==> src/rtl/nn_host_master.sv <==
// Avalon-MM initiator that runs one accelerator inference job: pixel burst,
// control write, status polling and result readout.
module nn_host_master #(
    parameter int unsigned PIX_WORDS    = 196,
    parameter int unsigned NUM_RESULTS  = 10,
    parameter int unsigned RESULT_BASE  = 4116,
    parameter int unsigned CONTROL_ADDR = 4126,
    parameter int unsigned STATUS_ADDR  = 4127,
    parameter logic [31:0] START_VAL    = 32'h0000_000F,
    parameter int unsigned POLL_GAP     = 8,
    parameter int unsigned MAX_POLLS    = 1024
) (
    input  logic        clk,
    input  logic        n_rst,
    input  logic        start,
    output logic [7:0]  pix_addr,
    input  logic [31:0] pix_rdata,
    output logic [12:0] address,
    output logic        write,
    output logic        read,
    output logic        beginbursttransfer,
    output logic [9:0]  burstcount,
    output logic [31:0] writedata,
    input  logic [31:0] readdata,
    input  logic        readdatavalid,
    input  logic        waitrequest,
    input  logic [1:0]  response,
    input  logic        writeresponsevalid,
    output logic        result_valid,
    output logic [3:0]  result_index,
    output logic [16:0] result_data,
    output logic        busy,
    output logic        done,
    output logic        error
);
    localparam int unsigned GAP_W  = $clog2(POLL_GAP + 1);
    localparam int unsigned POLL_W = $clog2(MAX_POLLS + 1);

    typedef enum logic [3:0] {
        S_IDLE, S_BURST, S_CTRL, S_CTRL_RESP, S_POLL, S_POLL_WAIT,
        S_POLL_GAP, S_RES, S_RES_WAIT, S_FIN, S_ERR
    } state_t;

    state_t state, next_state;

    logic [GAP_W-1:0]  gap_cnt;
    logic [POLL_W-1:0] poll_cnt;
    logic [3:0]        res_idx;
    logic accepted, last_beat, last_result, poll_limit, gap_done;
    logic rd_err, wr_err;
    logic unused_readdata;

    assign accepted        = (write | read) & ~waitrequest;
    assign last_beat       = pix_addr == 8'(PIX_WORDS - 1);
    assign last_result     = res_idx == 4'(NUM_RESULTS - 1);
    assign poll_limit      = poll_cnt == POLL_W'(MAX_POLLS - 1);
    assign gap_done        = gap_cnt == GAP_W'(POLL_GAP - 1);
    assign rd_err          = response == 2'b11;
    assign wr_err          = response != 2'b00;
    assign unused_readdata = ^readdata[31:17];

    always_ff @(posedge clk or negedge n_rst) begin
        if (!n_rst) state <= S_IDLE;
        else        state <= next_state;
    end

    // Read data may return in the same cycle the read is still asserted,
    // so the request states also watch readdatavalid.
    always_comb begin
        next_state = state;
        unique case (state)
            S_IDLE:  if (start) next_state = S_BURST;
            S_BURST: if (accepted && last_beat) next_state = S_CTRL;
            S_CTRL, S_CTRL_RESP: begin
                if ((state == S_CTRL_RESP || accepted) && writeresponsevalid)
                    next_state = wr_err ? S_ERR : S_POLL;
                else if (state == S_CTRL && accepted)
                    next_state = S_CTRL_RESP;
            end
            S_POLL, S_POLL_WAIT: begin
                if (readdatavalid) begin
                    if (rd_err)           next_state = S_ERR;
                    else if (readdata[0]) next_state = S_RES;
                    else if (poll_limit)  next_state = S_ERR;
                    else                  next_state = S_POLL_GAP;
                end else if (state == S_POLL && accepted) begin
                    next_state = S_POLL_WAIT;
                end
            end
            S_POLL_GAP: if (gap_done) next_state = S_POLL;
            S_RES, S_RES_WAIT: begin
                if (readdatavalid) begin
                    if (rd_err)           next_state = S_ERR;
                    else if (last_result) next_state = S_FIN;
                    else                  next_state = S_RES;
                end else if (state == S_RES && accepted) begin
                    next_state = S_RES_WAIT;
                end
            end
            S_FIN:   next_state = S_IDLE;
            S_ERR:   next_state = S_IDLE;
            default: next_state = S_IDLE;
        endcase
    end

    always_comb begin
        write              = 1'b0;
        read               = 1'b0;
        address            = '0;
        beginbursttransfer = 1'b0;
        burstcount         = '0;
        writedata          = '0;
        done               = 1'b0;
        busy               = state != S_IDLE;
        unique case (state)
            S_BURST: begin
                write     = 1'b1;
                writedata = pix_rdata;
                if (pix_addr == '0) begin
                    beginbursttransfer = 1'b1;
                    burstcount         = 10'(PIX_WORDS);
                end
            end
            S_CTRL: begin
                write     = 1'b1;
                address   = 13'(CONTROL_ADDR);
                writedata = START_VAL;
            end
            S_POLL: begin
                read    = 1'b1;
                address = 13'(STATUS_ADDR);
            end
            S_RES: begin
                read    = 1'b1;
                address = 13'(RESULT_BASE) + 13'(res_idx);
            end
            S_FIN:   done = 1'b1;
            default: ;
        endcase
    end

    always_ff @(posedge clk or negedge n_rst) begin
        if (!n_rst) begin
            pix_addr     <= '0;
            gap_cnt      <= '0;
            poll_cnt     <= '0;
            res_idx      <= '0;
            result_valid <= 1'b0;
            result_index <= '0;
            result_data  <= '0;
            error        <= 1'b0;
        end else begin
            result_valid <= 1'b0;
            unique case (state)
                S_IDLE: if (start) begin
                    pix_addr <= '0;
                    poll_cnt <= '0;
                    res_idx  <= '0;
                    error    <= 1'b0;
                end
                S_BURST: if (accepted && !last_beat) pix_addr <= pix_addr + 8'd1;
                S_POLL, S_POLL_WAIT: if (readdatavalid) begin
                    poll_cnt <= poll_cnt + 1'b1;
                    gap_cnt  <= '0;
                end
                S_POLL_GAP: gap_cnt <= gap_cnt + 1'b1;
                S_RES, S_RES_WAIT: if (readdatavalid && !rd_err) begin
                    result_valid <= 1'b1;
                    result_index <= res_idx;
                    result_data  <= readdata[16:0];
                    res_idx      <= res_idx + 4'd1;
                end
                S_ERR:   error <= 1'b1;
                default: ;
            endcase
        end
    end
endmodule
==> config.mk <==
export PLATFORM = sky130hd
export DESIGN_NAME = nn_host_master
export DESIGN_NICKNAME = d
export VERILOG_FILES = /design/src/rtl/nn_host_master.sv
export SDC_FILE = /design/constraint.sdc
export NUM_CORES = 1
export LEC_CHECK = 0
export BUFFER_PORTS_ARGS = -buffer_cell sky130_fd_sc_hd__buf_4
export CAP_MARGIN = 25
export CORE_MARGIN = 8
export CORE_UTILIZATION = 40
export DETAILED_ROUTE_END_ITERATION = 6
export PLACE_DENSITY = 0.79
export SETUP_SLACK_MARGIN = 0.2
export SYNTH_ARGS = -nofsm -noshare
export SYNTH_HDL_FRONTEND = slang
export SYNTH_SLANG_ARGS = --single-unit
==> constraint.sdc <==
create_clock -name clk -period 2.7 [get_ports clk]
set_input_delay 0.135 -clock clk [delete_from_list [all_inputs] [get_ports clk]]
set_output_delay 0.135 -clock clk [all_outputs]
set_load 0.02 [all_outputs]
==> run_summary.xml, run 1 <==
<?xml version="1.0" encoding="UTF-8"?>
<metrics>
  <group name="global_routing">
    <metric name="wire_length_of_the_first_global_routing_pass" unit="um">15200</metric>
    <metric name="first_global_vias" unit="">3083</metric>
    <metric name="gr-total-overflow" unit="">0</metric>
    <metric name="grt_start_max_net_pins" unit="">55</metric>
    <metric name="grt_antenna_before_repair" unit="">0</metric>
    <metric name="grt_util_all_layers" unit="%">16.1</metric>
  </group>
  <group name="routing">
    <metric name="met2_routed_length" unit="um">5260</metric>
    <metric name="post-route-drc-count" unit="">0</metric>
    <metric name="routed_via_density" unit="">5.03</metric>
    <metric name="wl_per_cell" unit="um">15.2</metric>
    <metric name="drtIter0Drc" unit="">161</metric>
    <metric name="wl_met1" unit="um">3700</metric>
    <metric name="top_layer_used" unit="">met4</metric>
    <metric name="met3WireLength" unit="um">445</metric>
    <metric name="overall_via_count_from_detail_route" unit="">3165</metric>
    <metric name="antenna_left" unit="">0</metric>
    <metric name="drt_first_pass_iters" unit="">4</metric>
    <metric name="wirelength" unit="um">9570</metric>
  </group>
  <group name="timing">
    <metric name="timing_max_transition_violations_final" unit="">0</metric>
    <metric name="setup-violations-final" unit="">0</metric>
    <metric name="period_share" unit="%">88.1</metric>
    <metric name="setup_total_negative_slack" unit="ns">0</metric>
    <metric name="fin_hold_ws" unit="ns">0.0134</metric>
    <metric name="worst_pin_slew" unit="ns">0.685</metric>
    <metric name="max_clock_freq" unit="GHz">0.420</metric>
    <metric name="slew_headroom" unit="%">54.3</metric>
    <metric name="worst_clock_skew" unit="ns">0.00954</metric>
    <metric name="grt_setup_unrepaired" unit="">no</metric>
    <metric name="timing.final.hold_violations" unit="">0</metric>
    <metric name="period_minus_slack" unit="ns">2.38</metric>
  </group>
  <group name="pwr">
    <metric name="clock_power_share" unit="%">11.7</metric>
    <metric name="power.share.combinational" unit="%">55.7</metric>
    <metric name="internal_power" unit="W">0.00214</metric>
    <metric name="leakage" unit="nW">2.26</metric>
    <metric name="power_switching_share" unit="%">45.4</metric>
    <metric name="report.power.total" unit="W">0.00391</metric>
    <metric name="share_of_power_burned_in_registers" unit="%">32.6</metric>
    <metric name="p_per_area" unit="mW/mm^2">874</metric>
    <metric name="power.ir.vdd_worst" unit="mV">0.279</metric>
    <metric name="power.switching" unit="W">0.00178</metric>
  </group>
  <group name="setup_path">
    <metric name="critical_path.max_fanout" unit="">28</metric>
    <metric name="critical_path_class" unit="">reg2out</metric>
    <metric name="r2r_cells" unit="">7</metric>
    <metric name="worstSetupEndpointType" unit="">output pin</metric>
    <metric name="critPathCapture" unit="">writedata[17]</metric>
    <metric name="ff2ff_setup_slack" unit="ns">0.49</metric>
    <metric name="r2r-end" unit="">res_idx[2]$_DFFE_PN0P_</metric>
    <metric name="timing.critical_path.from_type" unit="">flip-flop</metric>
    <metric name="timing.critical_path.required" unit="ns">2.57</metric>
    <metric name="endpoint_arrival_time_on_the_critical_path" unit="ns">2.24</metric>
    <metric name="regToRegStartpoint" unit="">state[1]$_DFFE_PN0P_</metric>
    <metric name="worst_setup_path_startpoint" unit="">state[3]$_DFFE_PN0P_</metric>
  </group>
  <group name="logic_synthesis">
    <metric name="synth_cell_type_count" unit="">58</metric>
    <metric name="postSynth.asyncResetShare" unit="%">100</metric>
    <metric name="syn_avg_cell_area" unit="sq um">8.35</metric>
    <metric name="synth_seq_area_share" unit="%">40.8</metric>
    <metric name="number_of_synthesized_register_bits" unit="">54</metric>
    <metric name="synth_largest_area_cell" unit="">dfrtp_1</metric>
    <metric name="synth_top_cells_by_area" unit="">dfrtp_1 41%, nand2_1 9.5%, and2_1 5.9%</metric>
    <metric name="cell_count_after_synthesis" unit="">397</metric>
    <metric name="synthesis_warning_total" unit="">0</metric>
    <metric name="yosys-top-cells-count" unit="">84 x nand2_1, 54 x dfrtp_1, 34 x nor2_1</metric>
    <metric name="synth-edff-count" unit="">0</metric>
    <metric name="synth_top_area_share" unit="%">40.8</metric>
    <metric name="post_synth_design_cell_area" unit="sq mm">0.00331</metric>
    <metric name="synth.most_common_cell" unit="">nand2_1</metric>
    <metric name="ys.flop_type" unit="">dfrtp_1</metric>
  </group>
  <group name="flow_run">
    <metric name="timing.max_cap.violations" unit="">0</metric>
  </group>
  <group name="placed_design">
    <metric name="dpl.hpwl" unit="um">7230</metric>
    <metric name="gpl.final_weighted_congestion" unit="">0.881</metric>
    <metric name="portbufs" unit="">134</metric>
  </group>
  <group name="clock_tree">
    <metric name="post-cts-setup-buffer-count" unit="">0</metric>
    <metric name="clock-sinks" unit="">54</metric>
    <metric name="ctsLongestPathBuffers" unit="">2</metric>
    <metric name="clkTransAtPathRegs" unit="ns">0.10</metric>
    <metric name="cts_root_buffer" unit="">clkbuf_8</metric>
    <metric name="cts_inserted_buffers" unit="">5</metric>
    <metric name="clock_tree_from_tritoncts" unit="">built</metric>
    <metric name="cts_max_level" unit="">2</metric>
    <metric name="clk_latency" unit="ns">0.31</metric>
  </group>
  <group name="finish">
    <metric name="antenna_cells" unit="">0</metric>
    <metric name="filler_cell_count" unit="">736</metric>
    <metric name="design.final.nets" unit="">603</metric>
    <metric name="areaGrowthSynthToFinish" unit="%">35.0</metric>
    <metric name="final_layout_size_suffix_gt1_share" unit="%">31.5</metric>
  </group>
  <group name="floorplan">
    <metric name="die_area" unit="sq mm">0.0115</metric>
    <metric name="rows" unit="">33</metric>
    <metric name="design.portCount" unit="">163</metric>
    <metric name="fp.coreArea" unit="sq mm">0.00813</metric>
    <metric name="effective_utilization_at_floorplan" unit="%">40.7</metric>
    <metric name="die_height" unit="um">107</metric>
    <metric name="chipWidth" unit="um">107</metric>
  </group>
  <group name="status">
    <metric name="status" unit="">finished, final reports clean</metric>
  </group>
  <group name="hold_path">
    <metric name="timing.hold.worst.class" unit="">in2reg</metric>
  </group>
</metrics>
==> state kept, by name, indices dropped and copies added (netlist names) <==
register,flops
result_index,4
error,1
poll_cnt,11
pix_addr,8
state,4
gap_cnt,4
result_valid,1
res_idx,4
result_data,17
==> stage by stage <==
step / cells / setup WS (ns) / instance area (sq um) / utilization, %
final: 629 / 0.321 / 4470 / 55.0
after global routing: 629 / 0.224 / 4470 / 55.0
after CTS: 629 / 0.209 / 4470 / 54.9
after detailed placement: 613 / 0.358 / 4300 / 52.8
after global placement: 613 / 0.425 / 4300 / 52.8
after floorplan: 409 / 0.632 / 3360 / -
==> cell type report <==
cell class              instances  area, sq um  area share, %
clock inverters                 3         21.3          0.476
multi-input cells             307         1750           39.1
clock buffers                   5         68.8           1.54
inverters                      10         40.0          0.895
flip-flops and latches         54         1350           30.3
repair buffers                145         1110           24.8
well taps                     105          131           2.94
==> how the worst min path moves through the flow <==
stage,startpoint,to,slack [ns],depth (start not counted)
2_1_floorplan,n_rst,error$_DFFE_PN0P_,-0.16,0
3_3_place_gp,n_rst,result_data[1]$_DFFE_PN0P_,0.22,1
3_5_place_dp,n_rst,result_data[1]$_DFFE_PN0P_,0.22,1
4_1_cts,readdata[14],result_data[14]$_DFFE_PN0P_,0.002,3
5_1_grt,readdata[13],result_data[13]$_DFFE_PN0P_,0.006,3
6_report,readdata[11],result_data[11]$_DFFE_PN0P_,0.01,3
==> repair_timing <==
item                                    CTS  global route
hold buffers                              8             0
endpoints found under the setup margin    0            33
resized for setup                         0             4
endpoints found under the hold margin    61             0
==> power groups by stage <==
stage	clock network, W	logic, W	registers, W
floorplan	0	0.00129	0.00134
global placement	0	0.00213	0.00127
detailed placement	0	0.00218	0.00129
CTS	0.000472	0.00220	0.00127
global route	0.000496	0.00236	0.00132
finish	0.000458	0.00218	0.00128
==> layer usage <==
layer | GRT usage (%) | vias up
li1 | - | 1548
met1 | 19.1 | 1514
met2 | 29.0 | 92
met3 | 2.40 | 11
met4 | 5.53 | 0
met5 | 0 | -
==> critical path, cell delays in order (launching register included) <==
cell and delay, ns:
dfrtp_2 0.56, or2_2 0.40, nor2_1 0.33, buf_4 0.31, and2_1 0.17, buf_4 0.14
==> cells in the final DEF (no fill, tap or decap), types with 3 or more instances in the layout <==
cell	count
a31oi_1	6
buf_4	137
clkbuf_8	5
inv_1	8
mux2_2	4
dlygate4sd3_1	8
dfrtp_1	52
xnor2_1	4
nor2_1	34
nand2b_1	6
and2_1	31
conb_1	13
nor4_1	3
nand4_1	7
ha_1	8
o21ai_0	16
nand2_1	84
or2_2	3
xor2_1	10
nor3_1	4
nand3_1	10
o21ai_1	4
a211oi_1	3
a21oi_1	18
==> cell families (layout without fill, tap and decap cells) <==
logic type | after synthesis | count (layout) | synth area share (%)
simple gates | 203 | 203 | 30.6
compound gates | 64 | 64 | 12.3
flops | 54 | 54 | 40.8
buf+inv | 48 | 163 | 7.78
xor+xnor | 14 | 14 | 3.70
fa+ha+maj | 8 | 8 | 3.02
mux | 5 | 5 | 1.66
other cells | 1 | 13 | 0.113
(Power assumes the default switching activity.)
==> inputs of run 2 (changes only) <==
--- a/config.mk
+++ b/config.mk
@@ -5,12 +5,12 @@
 export SDC_FILE = /design/constraint.sdc
 export NUM_CORES = 1
 export LEC_CHECK = 0
-export BUFFER_PORTS_ARGS = -buffer_cell sky130_fd_sc_hd__buf_4
 export CAP_MARGIN = 25
 export CORE_MARGIN = 8
 export CORE_UTILIZATION = 40
 export DETAILED_ROUTE_END_ITERATION = 6
-export PLACE_DENSITY = 0.79
+export DONT_BUFFER_PORTS = 1
+export PLACE_DENSITY = 0.62
 export SETUP_SLACK_MARGIN = 0.2
 export SYNTH_ARGS = -nofsm -noshare
 export SYNTH_HDL_FRONTEND = slang
==> run 2 against run 1 <==
Effect of this change: wire length shrank 10%; combinational power shrank 32%; worst hold slack gained 0.011 ns; core utilization shrank 10 points; fmax grew 1.7%; die area is the same; power shrank 14%; non-clock buffer count shrank 119; clock power shrank 3%; critical endpoint is now burstcount[6]; highest routed layer unchanged.
==> run_summary.xml, run 2 (synthesized netlist as in run 1, its figures left out) <==
<?xml version="1.0" encoding="UTF-8"?>
<metrics>
  <group name="global_routing">
    <metric name="grt.met2_usage" unit="%">25.5</metric>
    <metric name="first_global_vias" unit="">2593</metric>
    <metric name="grt_start_max_net_pins" unit="">55</metric>
    <metric name="gr-total-overflow" unit="">0</metric>
    <metric name="globalRouteMet1Util" unit="%">17.3</metric>
    <metric name="grt_util_all_layers" unit="%">14.6</metric>
    <metric name="wire_length_of_the_first_global_routing_pass" unit="um">13700</metric>
    <metric name="grt_antenna_before_repair" unit="">0</metric>
    <metric name="gr-max-usage-layer" unit="">met2</metric>
    <metric name="gr-usage-met3" unit="%">3.30</metric>
  </group>
  <group name="setup_path">
    <metric name="crit_path_max_incr_delay" unit="ns">0.56</metric>
    <metric name="timing.critical_path.from_type" unit="">flip-flop</metric>
    <metric name="worstSetupEndpointType" unit="">output pin</metric>
    <metric name="timing.critical_path.slowest_stage_cell" unit="">dfrtp_1</metric>
    <metric name="endpoint_arrival_time_on_the_critical_path" unit="ns">2.20</metric>
    <metric name="critical_path.max_fanout" unit="">30</metric>
    <metric name="timing.critical_path.required" unit="ns">2.57</metric>
    <metric name="critical_path_class" unit="">reg2out</metric>
    <metric name="critical_path.cell_chain" unit="">or2_2 &gt; nor2_1 &gt; buf_4 &gt; and4_1 &gt; buf_12</metric>
  </group>
  <group name="timing">
    <metric name="timing_max_transition_violations_final" unit="">0</metric>
    <metric name="period_minus_slack" unit="ns">2.34</metric>
    <metric name="timing.final.hold_violations" unit="">0</metric>
    <metric name="worst_pin_slew" unit="ns">0.691</metric>
    <metric name="setup_total_negative_slack" unit="ns">0</metric>
    <metric name="max_clock_freq" unit="GHz">0.427</metric>
    <metric name="fin_hold_ws" unit="ns">0.0240</metric>
    <metric name="slew_headroom" unit="%">53.8</metric>
    <metric name="setup-violations-final" unit="">0</metric>
    <metric name="grt_setup_unrepaired" unit="">no</metric>
    <metric name="period_share" unit="%">86.6</metric>
    <metric name="worst_clock_skew" unit="ns">0.00782</metric>
  </group>
  <group name="status">
    <metric name="status" unit="">finished, final reports clean</metric>
  </group>
  <group name="finish">
    <metric name="sequential_cell_area" unit="sq mm">0.00135</metric>
    <metric name="layout_commonest_cell" unit="">nand2_1</metric>
    <metric name="most-common-layout-cells" unit="">84 x nand2_1, 53 x dfrtp_1, 34 x nor2_1</metric>
    <metric name="design.final.nets" unit="">484</metric>
    <metric name="final_layout_size_suffix_gt1_share" unit="%">8.42</metric>
    <metric name="filler_cell_count" unit="">828</metric>
    <metric name="multiInputGateArea" unit="sq mm">0.00175</metric>
    <metric name="antenna_cells" unit="">0</metric>
    <metric name="most_flop_heavy_register" unit="">result_data</metric>
    <metric name="flip_flop_count_of_the_largest_register_all_copies_and_words_added" unit="">17</metric>
    <metric name="largest_registers" unit="">result_data (17), poll_cnt (11), pix_addr (8)</metric>
    <metric name="areaGrowthSynthToFinish" unit="%">9.48</metric>
  </group>
  <group name="clock_tree">
    <metric name="clock_tree_from_tritoncts" unit="">built</metric>
    <metric name="ctsLongestPathBuffers" unit="">2</metric>
    <metric name="cts_max_level" unit="">2</metric>
    <metric name="clock-sinks" unit="">54</metric>
    <metric name="cts_root_buffer" unit="">clkbuf_8</metric>
    <metric name="clk_latency" unit="ns">0.31</metric>
    <metric name="post-cts-setup-buffer-count" unit="">0</metric>
    <metric name="clkTransAtPathRegs" unit="ns">0.10</metric>
    <metric name="cts_inserted_buffers" unit="">5</metric>
  </group>
  <group name="placed_design">
    <metric name="portbufs" unit="">0</metric>
    <metric name="gpl.final_weighted_congestion" unit="">0.819</metric>
    <metric name="dpl.hpwl" unit="um">6420</metric>
  </group>
  <group name="floorplan">
    <metric name="design.portCount" unit="">163</metric>
    <metric name="effective_utilization_at_floorplan" unit="%">40.7</metric>
    <metric name="die_height" unit="um">107</metric>
    <metric name="rows" unit="">33</metric>
    <metric name="die_area" unit="sq mm">0.0115</metric>
    <metric name="fp.coreArea" unit="sq mm">0.00813</metric>
    <metric name="chipWidth" unit="um">107</metric>
  </group>
  <group name="routing">
    <metric name="antenna_left" unit="">0</metric>
    <metric name="post-route-drc-count" unit="">0</metric>
    <metric name="drtIter0Drc" unit="">144</metric>
    <metric name="wirelength" unit="um">8610</metric>
    <metric name="wl_per_cell" unit="um">16.9</metric>
    <metric name="drt_first_pass_iters" unit="">4</metric>
    <metric name="overall_via_count_from_detail_route" unit="">2640</metric>
    <metric name="routed_via_density" unit="">5.19</metric>
  </group>
  <group name="pwr">
    <metric name="power.ir.vdd_worst" unit="mV">0.247</metric>
    <metric name="leakage" unit="nW">1.65</metric>
    <metric name="p_per_area" unit="mW/mm^2">925</metric>
  </group>
  <group name="hold_path">
    <metric name="timing.hold.worst.class" unit="">in2reg</metric>
  </group>
  <group name="flow_run">
    <metric name="timing.max_cap.violations" unit="">0</metric>
  </group>
</metrics>
## run 2: cell count changes in the layout (fill, tap and decap cells not counted), sizes merged
cell         before  now
clkinvlp          1    2
buf             137    8
dlygate4sd3       8   18
clkinv            2    0
## run 2: per-layer routing
metal | vias to the layer above | routed length, um
li1 | 1314 | -
met1 | 1245 | 3650
met2 | 74 | 4360
met3 | 7 | 509
met4 | 0 | 94
met5 | - | 0
## run 2: path summary, 6_finish.rpt
kind / start / to / slack [ns] / depth (start not counted)
setup / recovery: state[3]$_DFFE_PN0P_ / burstcount[6] / 0.36 / 5
hold / removal: waitrequest / pix_addr[0]$_DFFE_PN0P_ / 0.02 / 3
setup reg to reg: state[1]$_DFFE_PN0P_ / state[0]$_DFFE_PN0P_ / 0.43 / 6
hold reg to reg: gap_cnt[3]$_DFFE_PN0P_ / gap_cnt[3]$_DFFE_PN0P_ / 0.50 / 2
max in group asynchronous: n_rst / state[2]$_DFFE_PN0P_ / 2.11 / 2
min in group asynchronous: n_rst / pix_addr[7]$_DFFE_PN0P_ / 0.35 / 2
## run 2: where the power goes
part           total, W  switching (W)  internal (W)
combinational   0.00149       0.000984      0.000507
clock          0.000444       0.000266      0.000178
sequential      0.00142       0.000403       0.00102
total           0.00336        0.00165       0.00170
## run 2: layout make-up
class | instances | area share [%]
Multi-Input combinational cell | 307 | 48.2
Sequential cell | 54 | 37.3
Timing Repair Buffer | 26 | 7.52
Tap cell | 105 | 3.62
Clock buffer | 5 | 1.90
Inverter | 10 | 1.03
Clock inverter | 2 | 0.414
## run 2: through the flow
stage | std cells | setup slack [ns] | area [sq um] | utilization, % | total power (W)
after CTS | 509 | 0.323 | 3630 | 44.6 | 0.00340
after detailed placement | 483 | 0.468 | 3330 | 41.0 | 0.00289
final | 509 | 0.361 | 3630 | 44.6 | 0.00336
after global routing | 509 | 0.208 | 3630 | 44.6 | 0.00363
after global placement | 483 | 0.513 | 3330 | 41.0 | 0.00284
after floorplan | 409 | 0.632 | 3360 | - | 0.00263
## run 2: critical path, delay by kind of cell, from the launching register on
| family | cells | cell delay, ns |
|---|---|---|
| buf+inv | 2 | 0.45 |
| flops | 1 | 0.56 |
| simple gates | 3 | 0.89 |
## run 2: timing repair
| item | in CTS | in global routing |
|---|---|---|
| hold buffers | 19 | 0 |
| endpoints found under the setup margin | 0 | 4 |
| hold endpoints to repair | 71 | 0 |
| resized for setup | 0 | 1 |
